<file path="src/rtl/pipe_ctrl_pkg.sv">
`default_nettype none
// ---------------------------------------------------------------------------
// Module : pipe_ctrl_pkg
// Brief  : Shared state encoding and stall-bus bit positions for pipe_ctrl.
// Rev    : 1.0  initial release
// ---------------------------------------------------------------------------
package pipe_ctrl_pkg;

    typedef enum logic [1:0] {
        CTRL_RUN    = 2'd0,
        CTRL_FREEZE = 2'd1,
        CTRL_FLUSH  = 2'd2
    } ctrl_state_e;

    typedef logic [4:0] stall_bus_t;

    localparam int STALL_PC    = 0;
    localparam int STALL_IFID  = 1;
    localparam int STALL_IDEX  = 2;
    localparam int STALL_EXMEM = 3;
    localparam int STALL_MEMWB = 4;

    localparam stall_bus_t STALL_NONE   = 5'b00000;
    localparam stall_bus_t STALL_FETCH  = 5'b00001;
    localparam stall_bus_t STALL_BUBBLE = 5'b00011;
    localparam stall_bus_t STALL_ALL    = 5'b11111;

endpackage : pipe_ctrl_pkg
`default_nettype wire

</file>
<file path="src/rtl/pipe_ctrl_if.sv">
`default_nettype none
// ---------------------------------------------------------------------------
// Module : pipe_ctrl_if
// Brief  : Hazard inputs and stall/flush outputs of the pipeline controller.
// Rev    : 1.0  initial release
// ---------------------------------------------------------------------------
interface pipe_ctrl_if #(
    parameter int CNT_W = 32
);
    import pipe_ctrl_pkg::*;

    logic             ex_branch_taken_i;
    logic [31:0]      ex_branch_target_i;
    logic             ex_is_load_i;
    logic [4:0]       ex_wd_i;
    logic             id_reg1_read_i;
    logic [4:0]       id_reg1_addr_i;
    logic             id_reg2_read_i;
    logic [4:0]       id_reg2_addr_i;
    logic             mem_busy_i;
    logic             if_busy_i;
    stall_bus_t       stall_o;
    logic             IFID_discard_o;
    logic             IDEX_discard_o;
    logic             pc_redirect_o;
    logic [31:0]      pc_target_o;
    logic [CNT_W-1:0] stall_cycles_o;

    modport master (
        output ex_branch_taken_i, ex_branch_target_i, ex_is_load_i, ex_wd_i,
               id_reg1_read_i, id_reg1_addr_i, id_reg2_read_i, id_reg2_addr_i,
               mem_busy_i, if_busy_i,
        input  stall_o, IFID_discard_o, IDEX_discard_o, pc_redirect_o,
               pc_target_o, stall_cycles_o
    );

    modport slave (
        input  ex_branch_taken_i, ex_branch_target_i, ex_is_load_i, ex_wd_i,
               id_reg1_read_i, id_reg1_addr_i, id_reg2_read_i, id_reg2_addr_i,
               mem_busy_i, if_busy_i,
        output stall_o, IFID_discard_o, IDEX_discard_o, pc_redirect_o,
               pc_target_o, stall_cycles_o
    );

endinterface : pipe_ctrl_if
`default_nettype wire

</file>
<file path="src/rtl/pipe_ctrl_hazard.sv">
`default_nettype none
// ---------------------------------------------------------------------------
// Module : pipe_ctrl_hazard
// Brief  : Load-use hazard compare between EX destination and ID sources.
// Rev    : 1.0  initial release
// ---------------------------------------------------------------------------
module pipe_ctrl_hazard (
    input  wire logic       ex_is_load,
    input  wire logic [4:0] ex_wd,
    input  wire logic       reg1_read,
    input  wire logic [4:0] reg1_addr,
    input  wire logic       reg2_read,
    input  wire logic [4:0] reg2_addr,
    output logic            load_use
);

    // x0 is hardwired zero, so a load targeting it never creates a dependency
    always_comb begin
        load_use = ex_is_load && (ex_wd != 5'd0) &&
                   ((reg1_read && (reg1_addr == ex_wd)) ||
                    (reg2_read && (reg2_addr == ex_wd)));
    end

endmodule : pipe_ctrl_hazard
`default_nettype wire

</file>
<file path="src/rtl/pipe_ctrl.sv">
`default_nettype none
// ---------------------------------------------------------------------------
// Module : pipe_ctrl
// Brief  : Pipeline hazard/flush controller (freeze, redirect, bubble, fetch wait).
// Rev    : 1.0  initial release
// ---------------------------------------------------------------------------
module pipe_ctrl
    import pipe_ctrl_pkg::*;
#(
    parameter int FLUSH_DEPTH = 2,
    parameter int CNT_W       = 32
) (
    input  wire logic   clk,
    input  wire logic   rst,
    pipe_ctrl_if.slave  bus
);

    localparam logic [2:0] C_FLUSH_INIT = 3'(FLUSH_DEPTH - 1);

    ctrl_state_e      r_state;
    ctrl_state_e      w_state_nxt;
    logic             r_pend_valid;
    logic             w_pend_valid_nxt;
    logic [31:0]      r_pend_target;
    logic [31:0]      w_pend_target_nxt;
    logic [2:0]       r_flush_cnt;
    logic [2:0]       w_flush_cnt_nxt;
    logic [CNT_W-1:0] r_stall_cycles;

    logic             w_load_use;
    logic             w_take_redirect;
    logic [31:0]      w_redirect_target;
    logic             w_eval_idle;
    stall_bus_t       w_stall;
    logic             w_ifid_discard;
    logic             w_idex_discard;
    logic             w_pc_redirect;
    logic [31:0]      w_pc_target;

    pipe_ctrl_hazard u_hazard (
        .ex_is_load (bus.ex_is_load_i),
        .ex_wd      (bus.ex_wd_i),
        .reg1_read  (bus.id_reg1_read_i),
        .reg1_addr  (bus.id_reg1_addr_i),
        .reg2_read  (bus.id_reg2_read_i),
        .reg2_addr  (bus.id_reg2_addr_i),
        .load_use   (w_load_use)
    );

    always_ff @(posedge clk) begin
        if (rst) begin
            r_state       <= CTRL_RUN;
            r_pend_valid  <= 1'b0;
            r_pend_target <= 32'd0;
            r_flush_cnt   <= 3'd0;
        end else begin
            r_state       <= w_state_nxt;
            r_pend_valid  <= w_pend_valid_nxt;
            r_pend_target <= w_pend_target_nxt;
            r_flush_cnt   <= w_flush_cnt_nxt;
        end
    end

    always_comb begin
        w_state_nxt       = r_state;
        w_pend_valid_nxt  = r_pend_valid;
        w_pend_target_nxt = r_pend_target;
        w_flush_cnt_nxt   = r_flush_cnt;
        w_take_redirect   = 1'b0;
        w_redirect_target = 32'd0;
        w_eval_idle       = 1'b0;
        w_stall           = STALL_NONE;
        w_ifid_discard    = 1'b0;
        w_idex_discard    = 1'b0;
        w_pc_redirect     = 1'b0;
        w_pc_target       = 32'd0;

        case (r_state)
            CTRL_RUN: begin
                if (bus.mem_busy_i) begin
                    w_stall     = STALL_ALL;
                    w_state_nxt = CTRL_FREEZE;
                    if (bus.ex_branch_taken_i) begin
                        w_pend_valid_nxt  = 1'b1;
                        w_pend_target_nxt = bus.ex_branch_target_i;
                    end
                end else if (bus.ex_branch_taken_i) begin
                    w_take_redirect   = 1'b1;
                    w_redirect_target = bus.ex_branch_target_i;
                end else begin
                    w_eval_idle = 1'b1;
                end
            end
            CTRL_FREEZE: begin
                if (bus.mem_busy_i) begin
                    w_stall = STALL_ALL;
                    // A held branch was already captured; only the first one counts
                    if (!r_pend_valid && bus.ex_branch_taken_i) begin
                        w_pend_valid_nxt  = 1'b1;
                        w_pend_target_nxt = bus.ex_branch_target_i;
                    end
                end else begin
                    w_state_nxt = CTRL_RUN;
                    if (r_pend_valid) begin
                        w_take_redirect   = 1'b1;
                        w_redirect_target = r_pend_target;
                        w_pend_valid_nxt  = 1'b0;
                    end else begin
                        w_eval_idle = 1'b1;
                    end
                end
            end
            CTRL_FLUSH: begin
                if (bus.mem_busy_i) begin
                    w_stall = STALL_ALL;
                end else begin
                    w_ifid_discard  = 1'b1;
                    w_flush_cnt_nxt = r_flush_cnt - 3'd1;
                    if (r_flush_cnt <= 3'd1) begin
                        w_state_nxt = CTRL_RUN;
                    end
                end
            end
            default: begin
                w_state_nxt = CTRL_RUN;
            end
        endcase

        if (w_take_redirect) begin
            w_pc_redirect  = 1'b1;
            w_pc_target    = w_redirect_target;
            w_ifid_discard = 1'b1;
            w_idex_discard = 1'b1;
            if (FLUSH_DEPTH == 1) begin
                w_state_nxt     = CTRL_RUN;
                w_flush_cnt_nxt = 3'd0;
            end else begin
                w_state_nxt     = CTRL_FLUSH;
                w_flush_cnt_nxt = C_FLUSH_INIT;
            end
        end

        if (w_eval_idle) begin
            if (w_load_use) begin
                w_stall        = STALL_BUBBLE;
                w_idex_discard = 1'b1;
            end else if (bus.if_busy_i) begin
                w_stall        = STALL_FETCH;
                w_ifid_discard = 1'b1;
            end
        end

        // Outputs are silenced while reset is asserted, whatever the state
        if (rst) begin
            w_stall        = STALL_NONE;
            w_ifid_discard = 1'b0;
            w_idex_discard = 1'b0;
            w_pc_redirect  = 1'b0;
            w_pc_target    = 32'd0;
        end
    end

    always_ff @(posedge clk) begin
        if (rst) begin
            r_stall_cycles <= '0;
        end else if ((w_stall != STALL_NONE) && (r_stall_cycles != {CNT_W{1'b1}})) begin
            r_stall_cycles <= r_stall_cycles + 1'b1;
        end
    end

    assign bus.stall_o        = w_stall;
    assign bus.IFID_discard_o = w_ifid_discard;
    assign bus.IDEX_discard_o = w_idex_discard;
    assign bus.pc_redirect_o  = w_pc_redirect;
    assign bus.pc_target_o    = w_pc_target;
    assign bus.stall_cycles_o = r_stall_cycles;

endmodule : pipe_ctrl
`default_nettype wire
</file>
<file path="src/flat_wrapper.sv">
// flat-port wrapper written by rule: the top's interface ports become plain ports
module pipe_ctrl_flat import pipe_ctrl_pkg::*;
#(
    parameter int FLUSH_DEPTH = 2,
    parameter int CNT_W       = 32
)
  (clk, rst, bus_ex_branch_taken_i, bus_ex_branch_target_i, bus_ex_is_load_i, bus_ex_wd_i, bus_id_reg1_read_i, bus_id_reg1_addr_i, bus_id_reg2_read_i, bus_id_reg2_addr_i, bus_mem_busy_i, bus_if_busy_i, bus_stall_o, bus_IFID_discard_o, bus_IDEX_discard_o, bus_pc_redirect_o, bus_pc_target_o, bus_stall_cycles_o);
  pipe_ctrl_if #(.CNT_W(CNT_W)) bus_i ();
  input  wire logic clk;
  input  wire logic rst;
  input wire logic [$bits(bus_i.ex_branch_taken_i)-1:0] bus_ex_branch_taken_i;
  input wire logic [$bits(bus_i.ex_branch_target_i)-1:0] bus_ex_branch_target_i;
  input wire logic [$bits(bus_i.ex_is_load_i)-1:0] bus_ex_is_load_i;
  input wire logic [$bits(bus_i.ex_wd_i)-1:0] bus_ex_wd_i;
  input wire logic [$bits(bus_i.id_reg1_read_i)-1:0] bus_id_reg1_read_i;
  input wire logic [$bits(bus_i.id_reg1_addr_i)-1:0] bus_id_reg1_addr_i;
  input wire logic [$bits(bus_i.id_reg2_read_i)-1:0] bus_id_reg2_read_i;
  input wire logic [$bits(bus_i.id_reg2_addr_i)-1:0] bus_id_reg2_addr_i;
  input wire logic [$bits(bus_i.mem_busy_i)-1:0] bus_mem_busy_i;
  input wire logic [$bits(bus_i.if_busy_i)-1:0] bus_if_busy_i;
  output wire logic [$bits(bus_i.stall_o)-1:0] bus_stall_o;
  output wire logic [$bits(bus_i.IFID_discard_o)-1:0] bus_IFID_discard_o;
  output wire logic [$bits(bus_i.IDEX_discard_o)-1:0] bus_IDEX_discard_o;
  output wire logic [$bits(bus_i.pc_redirect_o)-1:0] bus_pc_redirect_o;
  output wire logic [$bits(bus_i.pc_target_o)-1:0] bus_pc_target_o;
  output wire logic [$bits(bus_i.stall_cycles_o)-1:0] bus_stall_cycles_o;
  assign bus_i.ex_branch_taken_i = bus_ex_branch_taken_i;
  assign bus_i.ex_branch_target_i = bus_ex_branch_target_i;
  assign bus_i.ex_is_load_i = bus_ex_is_load_i;
  assign bus_i.ex_wd_i = bus_ex_wd_i;
  assign bus_i.id_reg1_read_i = bus_id_reg1_read_i;
  assign bus_i.id_reg1_addr_i = bus_id_reg1_addr_i;
  assign bus_i.id_reg2_read_i = bus_id_reg2_read_i;
  assign bus_i.id_reg2_addr_i = bus_id_reg2_addr_i;
  assign bus_i.mem_busy_i = bus_mem_busy_i;
  assign bus_i.if_busy_i = bus_if_busy_i;
  assign bus_stall_o = bus_i.stall_o;
  assign bus_IFID_discard_o = bus_i.IFID_discard_o;
  assign bus_IDEX_discard_o = bus_i.IDEX_discard_o;
  assign bus_pc_redirect_o = bus_i.pc_redirect_o;
  assign bus_pc_target_o = bus_i.pc_target_o;
  assign bus_stall_cycles_o = bus_i.stall_cycles_o;
  pipe_ctrl #(.FLUSH_DEPTH(FLUSH_DEPTH), .CNT_W(CNT_W)) u_core (.clk(clk), .rst(rst), .bus(bus_i));
endmodule
</file>
<file path="config.mk">
export PLATFORM = sky130hd
export DESIGN_NAME = pipe_ctrl_flat
export DESIGN_NICKNAME = d
export VERILOG_FILES = /design/src/rtl/pipe_ctrl_pkg.sv /design/src/rtl/pipe_ctrl_if.sv /design/src/rtl/pipe_ctrl_hazard.sv /design/src/rtl/pipe_ctrl.sv /design/src/flat_wrapper.sv
export SDC_FILE = /design/constraint.sdc
export NUM_CORES = 1
export LEC_CHECK = 0
export CAP_MARGIN = 15
export CORE_UTILIZATION = 51
export CTS_BUF_LIST = sky130_fd_sc_hd__clkbuf_4 sky130_fd_sc_hd__clkbuf_8
export DETAILED_ROUTE_END_ITERATION = 12
export PLACE_DENSITY_LB_ADDON = 0.12
export SKIP_LAST_GASP = 1
export SYNTH_ARGS = -nofsm -noshare
export SYNTH_HDL_FRONTEND = slang
export SYNTH_SLANG_ARGS = --single-unit
</file>
<file path="constraint.sdc">
create_clock -name clk -period 7.55 [get_ports clk]
set_input_delay 2.265 -clock clk [delete_from_list [all_inputs] [get_ports clk]]
set_output_delay 2.265 -clock clk [all_outputs]
set_load 0.01 [all_outputs]
</file>
# Yosys cells after proc, flatten, opt, wreduce, memory -nomap -nowiden
# Cells that the tools add are included.
[word_totals]
n_memories = 0
out_inout_bits = 72
mem_bits_ro = 0
regBits = 70
ramBits = 0
latchBits = 0
inputBits = 55
elab_cells = 104
[op_classes]
multipliers = 0
n_addsub = 2
div_mod_pow = 0
muxes = 54
n_reduce_logical = 21
bitwise_logic = 1
eq_ne = 18
order_cmp = 1
shift = 0
[ops]
columns = ["cell", "n"]
rows = [
  ["$mux 32", 10],
  ["$pmux 32 s2", 2],
  ["$add 32x1->32 const B", 1],
  ["$ne 32x32->1 const B", 1],
  ["$mux 5", 6],
  ["$mux 1", 27],
  ["$ne 3x2->1 const B", 4],
  ["$reduce_and 4->1", 3],
  ["$eq 5x5->1", 2],
  ["$mux 2", 5],
  ["$ne 2x2->1 const B", 5],
  ["$reduce_bool 5->1", 2],
  ["$logic_and 1x1->1", 6],
  ["$ne 2x1->1 const B", 3],
  ["$pmux 1 s2", 3],
  ["$pmux 2 s3", 1],
  ["$reduce_and 5->1", 1],
  ["$reduce_and 2->1", 2],
  ["$reduce_bool 2->1", 2],
  ["$le 3x1->1 const B", 1],
  ["$ne 3x1->1 const B", 1],
  ["$reduce_or 3->1", 1],
  ["$sub 3x1->3 const B", 1],
  ["$eq 2x1->1 const B", 1],
  ["6 further kinds", 6],
]

# Depth between registers and ports, before layout
# Gate-level depths: netlist (run 1).
[depth]
ltp_word = 9
depth_mapped = 9
depth_no_buf = 7

# Hierarchy
# A second synthesis (run 1) with hierarchy kept.
[hier_totals]
cells_unflattened = 490
area_unflattened_um2 = 3797.4
[by_module_without_submodules]
columns = ["mod", "seq_area_each_um2", "area_per_inst_um2", "cells_per_inst", "n_inst"]
rows = [
  ["pipe_ctrl", 1401.3, 3663.5, 473, 1],
  ["pipe_ctrl_hazard", 0.0, 133.9, 17, 1],
]

# Least setup slack after synthesis (run 1)
# Ideal clock, no wire load.
[synth_path]
path_kind = "input to output"
from = "input bus_mem_busy_i"
to = "output bus_pc_target_o[10]"
t_required_ns = 5.285
n_path_buf = 2
t_arrival_ns = 3.577
stages = 5
slack_ns = 1.708
path_cell_list = "clkbuf_1 -> nor3b_1 -> clkbuf_1 -> a22oi_1 -> nor2_1"
[synth_between]
elab_chain_len = 4
word_cells_on_any_way = 8
classes_between = "8 x mux"
[synth_lines]
columns = ["element", "line", "source"]
rows = [
  ["start, declared", "flat_wrapper.sv:19", "input wire logic [$bits(bus_i.mem_busy_i)-1:0] bus_mem_busy_i;"],
  ["$mux 32, or another cell as far along", "pipe_ctrl.sv:95", "if (bus.mem_busy_i) begin"],
  ["$pmux 32 s2 or $pmux 1 s2 (tied branches)", "pipe_ctrl.sv:78", "case (r_state)"],
  ["$mux 32 *", "pipe_ctrl.sv:129", "if (w_take_redirect) begin"],
  ["$mux 32 *", "pipe_ctrl.sv:154", "if (rst) begin"],
  ["end, declared", "flat_wrapper.sv:25", "output wire logic [$bits(bus_i.pc_target_o)-1:0] bus_pc_target_o;"],
]
# Every way passes the cells marked *; elsewhere a longest branch is shown, timed or not.

# Worst setup path in the final report (run 1)
[layout_path]
from = "input bus_ex_wd_i[1]"
to = "output bus_stall_o[0]"
[layout_between]
elab_chain_len = 7
word_cells_on_any_way = 11
classes_between = "2 x eq/ne; 3 x mux; 6 x reduce/logical"
[layout_lines]
columns = ["element", "line", "source"]
rows = [
  ["start, declared", "flat_wrapper.sv:14", "input wire logic [$bits(bus_i.ex_wd_i)-1:0] bus_ex_wd_i;"],
  ["$eq 5x5->1, on equally long branches", "pipe_ctrl_hazard.sv:20, pipe_ctrl_hazard.sv:21", ""],
  ["$logic_and 1x1->1, on equally long branches", "pipe_ctrl_hazard.sv:20, pipe_ctrl_hazard.sv:21", ""],
  ["$logic_or 1x1->1", "pipe_ctrl_hazard.sv:20", "((reg1_read && (reg1_addr == ex_wd)) ||"],
  ["$logic_and 1x1->1 *", "pipe_ctrl_hazard.sv:19", "load_use = ex_is_load && (ex_wd != 5'd0) &&"],
  ["$mux 5 *", "pipe_ctrl.sv:144", "if (w_load_use) begin"],
  ["$mux 5 *", "pipe_ctrl.sv:143", "if (w_eval_idle) begin"],
  ["$mux 5 *", "pipe_ctrl.sv:154", ""],
  ["end, declared", "flat_wrapper.sv:21", "output wire logic [$bits(bus_i.stall_o)-1:0] bus_stall_o;"],
]
# Marks and branches as above.

==> results of run 1 <==
power by group through the flow:
stage                     registers [mW]  clock network, mW  logic (mW)
final                              0.389              0.322       0.125
after floorplan                    0.394                  0      0.0669
after CTS                          0.388              0.324       0.121
after detailed placement           0.397                  0       0.120
after global placement             0.396                  0       0.118
after global routing               0.390              0.344       0.136
final cells by class:
cell class,instances,area [um2]
Clock inverter,4,53.80
Multi-Input combinational cell,370,2120
Clock buffer,12,158.9
Fill cell,533,1700
Tap cell,96,120.1
Timing Repair Buffer,132,1356
Inverter,9,33.78
Sequential cell,70,1401
cells by family after synthesis:
family / Yosys count / synth area share
AO/OA/AOI/OAI: 138 / 0.2323
adder cells (fa/ha/maj): 3 / 0.01006
AND/OR/NAND/NOR: 212 / 0.2776
multiplexers: 4 / 0.01475
buffers and inverters: 46 / 0.05933
flip-flops: 70 / 0.3755
XOR/XNOR: 13 / 0.03051
routing by layer:
metal / routed length [um] / global-route usage / vias up / part of all wire
met5: 0 / 0 / - / 0
met4: 175 / 0.08942 / 0 / 0.017
met3: 624 / 0.07540 / 15 / 0.061
met2: 5034 / 0.4467 / 145 / 0.49
met1: 4338 / 0.3146 / 1892 / 0.43
li1: - / - / 1972 / -
state kept, by name, summed over array words and instances (netlist names):
signal                     flops
u_core.r_pend_target          32
u_core.r_flush_cnt             3
u_core.bus.stall_cycles_o     32
u_core.r_pend_valid            1
u_core.r_state                 2
tightest hold or removal path, cell delays in order (launching register included):
cell and delay [ps]:
dfxtp_1 310, nand2_1 50, a21oi_1 50
how the worst max path moves through the flow:
| stage | endpoint | slack [ps] | cells after the start | from |
|---|---|---|---|---|
| floorplan | bus_pc_target_o[10] | 1710 | 5 | bus_mem_busy_i |
| global placement | bus_stall_o[0] | 790 | 6 | bus_ex_wd_i[1] |
| detailed placement | bus_stall_o[0] | 740 | 6 | bus_ex_wd_i[1] |
| CTS | bus_stall_o[0] | 720 | 6 | bus_ex_wd_i[1] |
| global route | bus_stall_o[0] | 580 | 7 | bus_mem_busy_i |
| finish | bus_stall_o[0] | 730 | 6 | bus_ex_wd_i[1] |
cell usage after synthesis, types with 2 or more instances:
cell type   n  share of area
o21ai_1     3         0.0040
nor4_2      2         0.0067
buf_6       5          0.015
or4_1      16          0.032
o31ai_1    16          0.032
o21ai_0     8          0.011
nand3_1    17          0.023
nand2_1    85          0.085
a21oi_1    65          0.087
nor3_1      4         0.0054
inv_1       9         0.0091
clkbuf_1   26          0.026
and3_1      5         0.0084
o41ai_1     2         0.0047
dfxtp_1    70           0.38
nor2_1     45          0.045
o311ai_0    3         0.0070
xnor2_1    12          0.028
a22oi_1    32          0.064
nor3b_1     2         0.0040
ha_1        3          0.010
o31a_1      2         0.0047
buf_2       3         0.0040
and2_1      2         0.0034
nand4_1    11          0.018
nor2b_1     3         0.0050
and4_1      2         0.0047
mux2_4      3          0.012
buf_4       2         0.0040
or3_1      12          0.020
==> reports/metrics.cfg, run 1 <==
[status]
status = completed

[setup_path]
path_buf_inv = 3
cp_data_required_time_ps = 5290
path_common_cell = clkdlybuf4s50_1
cp_top_family = buffers and inverters
cp-end-kind = primary output
start_kind = input port
r2r_slack_ps = 4750
critPathSlowestCell = a31oi_1
cp_max_fo = 9
reg2reg_to = u_core.bus.stall_cycles_o[27]
cp.arrival_ps = 4550
slowest_delay_ps = 520
timing.rr.start = u_core.bus.stall_cycles_o[0]
crit_type = input port to primary output
r2r_cells = 8
path_cells = clkdlybuf4s50_1 -> or3_1 -> o31a_1 -> a31oi_1 -> inv_1 -> clkdlybuf4s50_1

[logic_synthesis]
synth_nets = 544
async_flop_share = 0
synth_edf_count = 0
synthDistinctLibCells = 46
ys.flop_type = dfxtp_1
ys_seq_area_frac = 0.3755
syn-cell-area_mm2 = 0.003732
yosys_warnings = 0
synthCells = 486
ys_ff_latch = 70
avgSynthCellArea_um2 = 7.680

[flow_run]
timing.max_cap.violations = 0

[cts]
post_cts_resized = 0
clockBufferDepth = 2
cts_tree = built
clock-root-buffer = clkbuf_8
htreeDepth = 3
post-cts-setup-buffers = 0
cts_sinks = 70
insertion_delay_ps = 350
postCtsHoldBufs = 0
cts.clk_slew.worst_paths_ps = 80
tritoncts.num_buffers = 9

[pwr]
leakage_nw = 1.675
clkPwrFrac = 0.385
p_sw_mw = 0.2160
power_density_mw_per_mm2 = 159.5
swShare = 0.2584
internal_power_mw = 0.6202
p_total_mw = 0.8362
power.share.combinational = 0.150
seq_power_share = 0.465
vdd_drop_max_mv = 0.1151

[worst_hold_path]
min_path_type = register to register
min_path_cells = 2
holdPathEnd = u_core.r_pend_target[22]
hp-start = u_core.r_pend_target[22]

[die]
core_area_mm2 = 0.006944
die_height_um = 87.55
start_util = 0.5375
io-pin-count = 127
rows = 30
die-area_mm2 = 0.007664
die_w_um = 87.55

[timing]
setup_viol = 0
finalCritPeriodShare = 0.9029
maxSlewViolCount = 0
layout_setup_ws_ps = 733.5
slew_headroom = 0.5130
totalNegativeSetupSlack_ps = 0
tightestPinTransition_ps = 728.9
min_period_ps = 6817
hold_viol_final = 0
finClkSkew_ps = 7.986
hold_slack_ps = 457.9
fmax_mhz = 146.7
rsz0062_at_grt = false

[grt]
grt_max_degree = 64
grt_pass1_wl_mm = 15.77
grt_pass1_vias = 3485
grt_overflow = 0
grt_usage = 0.2611
antenna_found_initial = 0

[placement]
place_area_mm2 = 0.004976
hpwl_mm = 7.016
post-place-cells = 675
place.port_buffers = 126
gp_congestion = 0.8115
place_ws_ps = 744.2

[drt]
first_iter_violations = 213
vias_per_cell = 5.807
drc_errors = 0
postRouteWirelength_mm = 10.17
drt_pass1_iterations = 5
wl_per_cell_um = 14.68
postRouteAntennaNets = 0
vias = 4024

[finish]
final_area_mm2 = 0.005244
area_growth_pct = 40.50
nets = 650
n_antenna_cell = 0
layoutNonFillerInstCount = 693
post-route-util = 0.7551
final_common_cell = clkdlybuf4s50_1
drive_gt1_frac = 0.05695
layout_common_cells = 125 x clkdlybuf4s50_1, 85 x nand2_1, 70 x dfxtp_1

No activity file was read; power rests on OpenSTA's default activity.
==> run 2: changes to the inputs <==
--- a/config.mk
+++ b/config.mk
@@ -6,7 +6,7 @@
 export NUM_CORES = 1
 export LEC_CHECK = 0
 export CAP_MARGIN = 15
-export CORE_UTILIZATION = 51
+export CORE_UTILIZATION = 47
 export CTS_BUF_LIST = sky130_fd_sc_hd__clkbuf_4 sky130_fd_sc_hd__clkbuf_8
 export DETAILED_ROUTE_END_ITERATION = 12
 export PLACE_DENSITY_LB_ADDON = 0.12
==> constraint.sdc (replaced) <==
create_clock -name clk -period 6.4 [get_ports clk]
set_input_delay 1.92 -clock clk [delete_from_list [all_inputs] [get_ports clk]]
set_output_delay 1.92 -clock clk [all_outputs]
set_load 0.01 [all_outputs]
==> reports/metrics.cfg, run 2 (synthesized netlist as in run 1, its figures left out) <==
[timing]
layout_setup_ws_ps = 318.3  ; -415.2 ps
slew_headroom = 0.3446  ; -0.1684
finClkSkew_ps = 7.213  ; -0.7728 ps
tightestPinTransition_ps = 983.1  ; +254.1 ps
totalNegativeSetupSlack_ps = 0  ; unchanged
maxSlewViolCount = 0  ; unchanged
min_period_ps = 6082
rsz0062_at_grt = false
hold_viol_final = 0  ; unchanged
finalCritPeriodShare = 0.9503
fmax_mhz = 164.4
setup_viol = 0  ; unchanged

[finish]
nets = 653  ; +0.46%
post-route-util = 0.6823  ; -0.07284
drive_gt1_frac = 0.06167  ; +0.004715
area_growth_pct = 40.53  ; about the same
final_common_cell = clkdlybuf4s50_1
fillerInstances = 662  ; +24%
layoutNonFillerInstCount = 702  ; +1.3%
n_antenna_cell = 0  ; unchanged
layout_common_cells = 125 x clkdlybuf4s50_1, 85 x nand2_1, 70 x dfxtp_1

[die]
start_util = 0.4855  ; -0.05196
die_height_um = 91.12  ; +4.1%
core_area_mm2 = 0.007687  ; +11%
rows = 32  ; +6.7%
die-area_mm2 = 0.008302  ; +8.3%
die_w_um = 91.12  ; +4.1%
io-pin-count = 127  ; unchanged

[cts]
clock-root-buffer = clkbuf_8
insertion_delay_ps = 350  ; about the same
cts.clk_slew.worst_paths_ps = 70  ; about the same
postCtsHoldBufs = 0  ; unchanged
tritoncts.num_buffers = 9  ; unchanged
cts_sinks = 70  ; unchanged
htreeDepth = 3  ; unchanged
cts_tree = built
clockBufferDepth = 2  ; unchanged
post_cts_resized = 0  ; unchanged
post-cts-setup-buffers = 0  ; unchanged

[setup_path]
crit_type = input port to primary output
r2r_slack_ps = 3770  ; -980 ps
path_depth = 6  ; unchanged
path_buf_inv = 3  ; unchanged
reg2reg_to = u_core.bus.stall_cycles_o[29]
slowest_delay_ps = 520  ; about the same
cp_data_required_time_ps = 4480  ; -810 ps
cp.arrival_ps = 4160  ; -390 ps
cp_max_fo = 9  ; unchanged
start_kind = input port
critPathSlowestCell = a31oi_1
path_cells = clkdlybuf4s50_1 -> or3_1 -> o31a_1 -> a31oi_1 -> inv_1 -> clkdlybuf4s50_1
critical_path.endpoint = bus_stall_o[0]
path_common_cell = clkdlybuf4s50_1
timing.rr.start = u_core.bus.stall_cycles_o[0]
cp_top_family = buffers and inverters
cp-end-kind = primary output
r2r_cells = 8  ; unchanged
crit_start = bus_ex_wd_i[1]

[worst_hold_path]
min_path_type = register to register

[grt]
grt_max_degree = 97  ; +52%
antenna_found_initial = 0  ; unchanged
grt_pass1_wl_mm = 16.33  ; +3.5%
grt_usage = 0.2411  ; -0.02001
grt_pass1_vias = 3538  ; +1.5%
grt_overflow = 0  ; unchanged

[status]
status = completed

[drt]
drc_errors = 0  ; unchanged
postRouteWirelength_mm = 10.11  ; -0.60%
met2_length_mm = 4.937  ; -1.9%
vias = 3944  ; -2.0%
vias_per_cell = 5.618  ; -3.2%
postRouteAntennaNets = 0  ; unchanged
drt_pass1_iterations = 7  ; +2
routed.top_layer = met4
wl_per_cell_um = 14.40  ; -1.9%
first_iter_violations = 154  ; -28%
wl_met3_um = 451  ; -28%
wirelength_met1_mm = 4.500  ; +3.7%

[pwr]
power_density_mw_per_mm2 = 186.2  ; +17%
leakage_nw = 1.678  ; +0.21%
p_total_mw = 0.9767  ; +17%
vdd_drop_max_mv = 0.1076  ; -6.5%

[placement]
post-place-cells = 684  ; +1.3%
hpwl_mm = 6.725  ; -4.1%
place_ws_ps = 327.1  ; -417.1 ps
gp_congestion = 0.8684  ; +7.0%
place.port_buffers = 126  ; unchanged

[flow_run]
timing.max_cap.violations = 0  ; unchanged

## run 2: cell types whose count changed in the layout (fill, tap and decap cells not counted)
cell,previous run,this run
clkinvlp_4,2,3
buf_16,2,0
clkbuf_4,1,0
clkinv_2,0,1
buf_8,0,2
inv_6,1,0
buf_4,4,7
## run 2: tightest hold or removal path: cells and delay by family (launching register included)
kind,cells,cell delay (ps)
AOI/OAI and AO/OA,1,50
and+or+nand+nor,1,50
DFF,1,310
## run 2: layout make-up
class	instances	area, um2	share of cell area
timing repair buffer	135	1354	0.2581
multi-input combinational	370	2120	0.4041
clock inverter	5	57.56	0.01097
sequential	70	1401	0.2672
inverter	9	33.78	0.006441
clock buffer	11	151.4	0.02886
tap	102	127.6	0.02433
## run 2: metal layers
layer  GRT usage  up-vias
met1      0.3001     1832
li1            -     1973
met2      0.4097      121
met3     0.03434       18
met4      0.1138        0
met5           0        -
## run 2: worst min-delay path by stage
stage                                  start                       end  slack [ps]  cells after the start
global route        u_core.r_pend_target[31]  u_core.r_pend_target[31]         470                      2
finish              u_core.r_pend_target[10]  u_core.r_pend_target[10]         450                      2
detailed placement  u_core.r_pend_target[18]  u_core.r_pend_target[18]         450                      2
CTS                 u_core.r_pend_target[15]  u_core.r_pend_target[15]         460                      2
floorplan            u_core.r_pend_target[0]   u_core.r_pend_target[0]         440                      2
global placement     u_core.r_pend_target[7]   u_core.r_pend_target[7]         440                      2
## run 2: through the flow
step | hold slack [ps] | instance area, um2
after floorplan | 436.0 | 3732
after global placement | 441.0 | 4986
after detailed placement | 446.3 | 5001
after CTS | 456.2 | 5210
after global routing | 469.8 | 5245
final | 454.5 | 5245
## run 2: power breakdown
group | switching (mW) | internal [mW]
clock network | 0.171 | 0.200
registers | 0.00910 | 0.448
logic | 0.0723 | 0.0753
total | 0.253 | 0.724
==> run 3: changes to the inputs <==
--- a/config.mk
+++ b/config.mk
@@ -9,6 +9,7 @@
 export CORE_UTILIZATION = 47
 export CTS_BUF_LIST = sky130_fd_sc_hd__clkbuf_4 sky130_fd_sc_hd__clkbuf_8
 export DETAILED_ROUTE_END_ITERATION = 12
+export MAX_ROUTING_LAYER = met4
 export PLACE_DENSITY_LB_ADDON = 0.12
 export SKIP_LAST_GASP = 1
 export SYNTH_ARGS = -nofsm -noshare
==> reports/metrics.cfg, run 3 (synthesized netlist as in run 1, its figures left out) <==
[drt]
vias_per_cell = 5.607  ; -0.20%
met2_length_mm = 4.983  ; +0.93%
wl_per_cell_um = 14.42  ; +0.14%
drc_errors = 0  ; unchanged
wl_met3_um = 451  ; unchanged
postRouteWirelength_mm = 10.13  ; +0.14%
first_iter_violations = 180  ; +17%
vias = 3936  ; -0.20%
routed.top_layer = met4
wirelength_met1_mm = 4.495  ; -0.11%
postRouteAntennaNets = 0  ; unchanged
drt_pass1_iterations = 4  ; -3

[finish]
layout_common_cells = 125 x clkdlybuf4s50_1, 85 x nand2_1, 70 x dfxtp_1
fillerInstances = 657  ; -0.76%
multiInputGateArea_mm2 = 0.002120  ; unchanged
drive_gt1_frac = 0.06167  ; unchanged
final_common_cell = clkdlybuf4s50_1
nets = 653  ; unchanged
regArea_mm2 = 0.001401  ; unchanged
area_growth_pct = 40.53  ; unchanged
post-route-util = 0.6823  ; unchanged
n_antenna_cell = 0  ; unchanged

[timing]
setup_viol = 0  ; unchanged
tightestPinTransition_ps = 951.5  ; -31.54 ps
min_period_ps = 6095  ; +13.06 ps
maxSlewViolCount = 0  ; unchanged
totalNegativeSetupSlack_ps = 0  ; unchanged
slew_headroom = 0.3657  ; +0.02103
finClkSkew_ps = 7.450  ; +0.2371 ps
rsz0062_at_grt = false
hold_viol_final = 0  ; unchanged
fmax_mhz = 164.1  ; -0.21%
finalCritPeriodShare = 0.9523  ; +0.002040

[die]
die_height_um = 91.12  ; unchanged
core_area_mm2 = 0.007687  ; unchanged
start_util = 0.4855  ; unchanged
die_w_um = 91.12  ; unchanged
rows = 32  ; unchanged
io-pin-count = 127  ; unchanged
die-area_mm2 = 0.008302  ; unchanged

[setup_path]
path_cells = clkdlybuf4s50_1 -> or3_1 -> o31a_1 -> a31oi_1 -> inv_1 -> clkdlybuf4s50_1
cp_data_required_time_ps = 4480  ; about the same
cp-end-kind = primary output
crit_type = input port to primary output
path_common_cell = clkdlybuf4s50_1
cp_max_fo = 9  ; unchanged
cp_top_family = buffers and inverters
cp.arrival_ps = 4170  ; about the same
slowest_delay_ps = 530  ; about the same
path_buf_inv = 3  ; unchanged
critPathSlowestCell = a31oi_1
start_kind = input port

[cts]
insertion_delay_ps = 350  ; about the same
tritoncts.num_buffers = 9  ; unchanged
post-cts-setup-buffers = 0  ; unchanged
post_cts_resized = 0  ; unchanged
cts.clk_slew.worst_paths_ps = 70  ; about the same
clock-root-buffer = clkbuf_8
cts_sinks = 70  ; unchanged
clockBufferDepth = 2  ; unchanged
cts_tree = built
htreeDepth = 3  ; unchanged
postCtsHoldBufs = 0  ; unchanged

[pwr]
leakage_nw = 1.678  ; unchanged
vdd_drop_max_mv = 0.1077  ; about the same
power_density_mw_per_mm2 = 186.3  ; about the same

[placement]
place.port_buffers = 126  ; unchanged
hpwl_mm = 6.725  ; unchanged
gp_congestion = 0.8825  ; +1.6%

[worst_hold_path]
min_path_type = register to register

[flow_run]
timing.max_cap.violations = 0  ; unchanged

[grt]
grt_pass1_wl_mm = 16.31  ; about the same
antenna_found_initial = 0  ; unchanged
grt_usage = 0.2482  ; +0.007072
grt_pass1_vias = 3539  ; +0.028%
grt_max_degree = 97  ; unchanged
grt_overflow = 0  ; unchanged

[status]
status = completed

## run 3: cell counts in the layout (fill, tap and decap cells not counted)
Identical to the previous run, type by type.
## run 3: metrics by stage
step                cell area (um2)  instances  power, mW  worst slack (ps)  hold slack [ps]
global route                   5245        702      1.018             93.97            469.8
floorplan                      3732        486     0.5435              1248            436.0
global placement               4986        683     0.6069             327.3            441.0
finish                         5245        702     0.9772             305.3            455.8
detailed placement             5001        684     0.6119             327.1            446.3
CTS                            5210        700     0.9814             307.4            456.2
## run 3: power breakdown
part / internal [mW] / switching, mW / total, mW
Combinational: 0.0753 / 0.0721 / 0.147
Sequential: 0.448 / 0.00912 / 0.458
Clock: 0.200 / 0.172 / 0.372
Total: 0.724 / 0.253 / 0.977
## run 3: final timing paths
kind                                     start                       endpoint  slack, ps  depth (start not counted)
hold reg to reg       u_core.r_pend_target[18]       u_core.r_pend_target[18]        460                          2
hold / removal        u_core.r_pend_target[18]       u_core.r_pend_target[18]        460                          2
setup reg to reg  u_core.bus.stall_cycles_o[0]  u_core.bus.stall_cycles_o[29]       3770                          8
setup / recovery                bus_ex_wd_i[1]                 bus_stall_o[0]        310                          6
## run 3: area by class of cell
| type | count | area share |
|---|---|---|
| clock buffer | 11 | 0.02886 |
| clock inverter | 5 | 0.01097 |
| inverter | 9 | 0.006441 |
| multi-input combinational | 370 | 0.4041 |
| sequential | 70 | 0.2672 |
| tap | 102 | 0.02433 |
| timing repair buffer | 135 | 0.2581 |
## run 3: per-layer routing
layer	up-vias	GRT usage
met5	-	-
met4	0	0.1138
met3	18	0.03434
met2	110	0.4122
met1	1837	0.2985
li1	1971	-
## run 3: tightest hold or removal path, delay by kind of cell, from the launching register on
kind,cells,cell delay [ps]
AO/OA/AOI/OAI,1,50
AND/OR/NAND/NOR,1,50
flip-flops,1,310
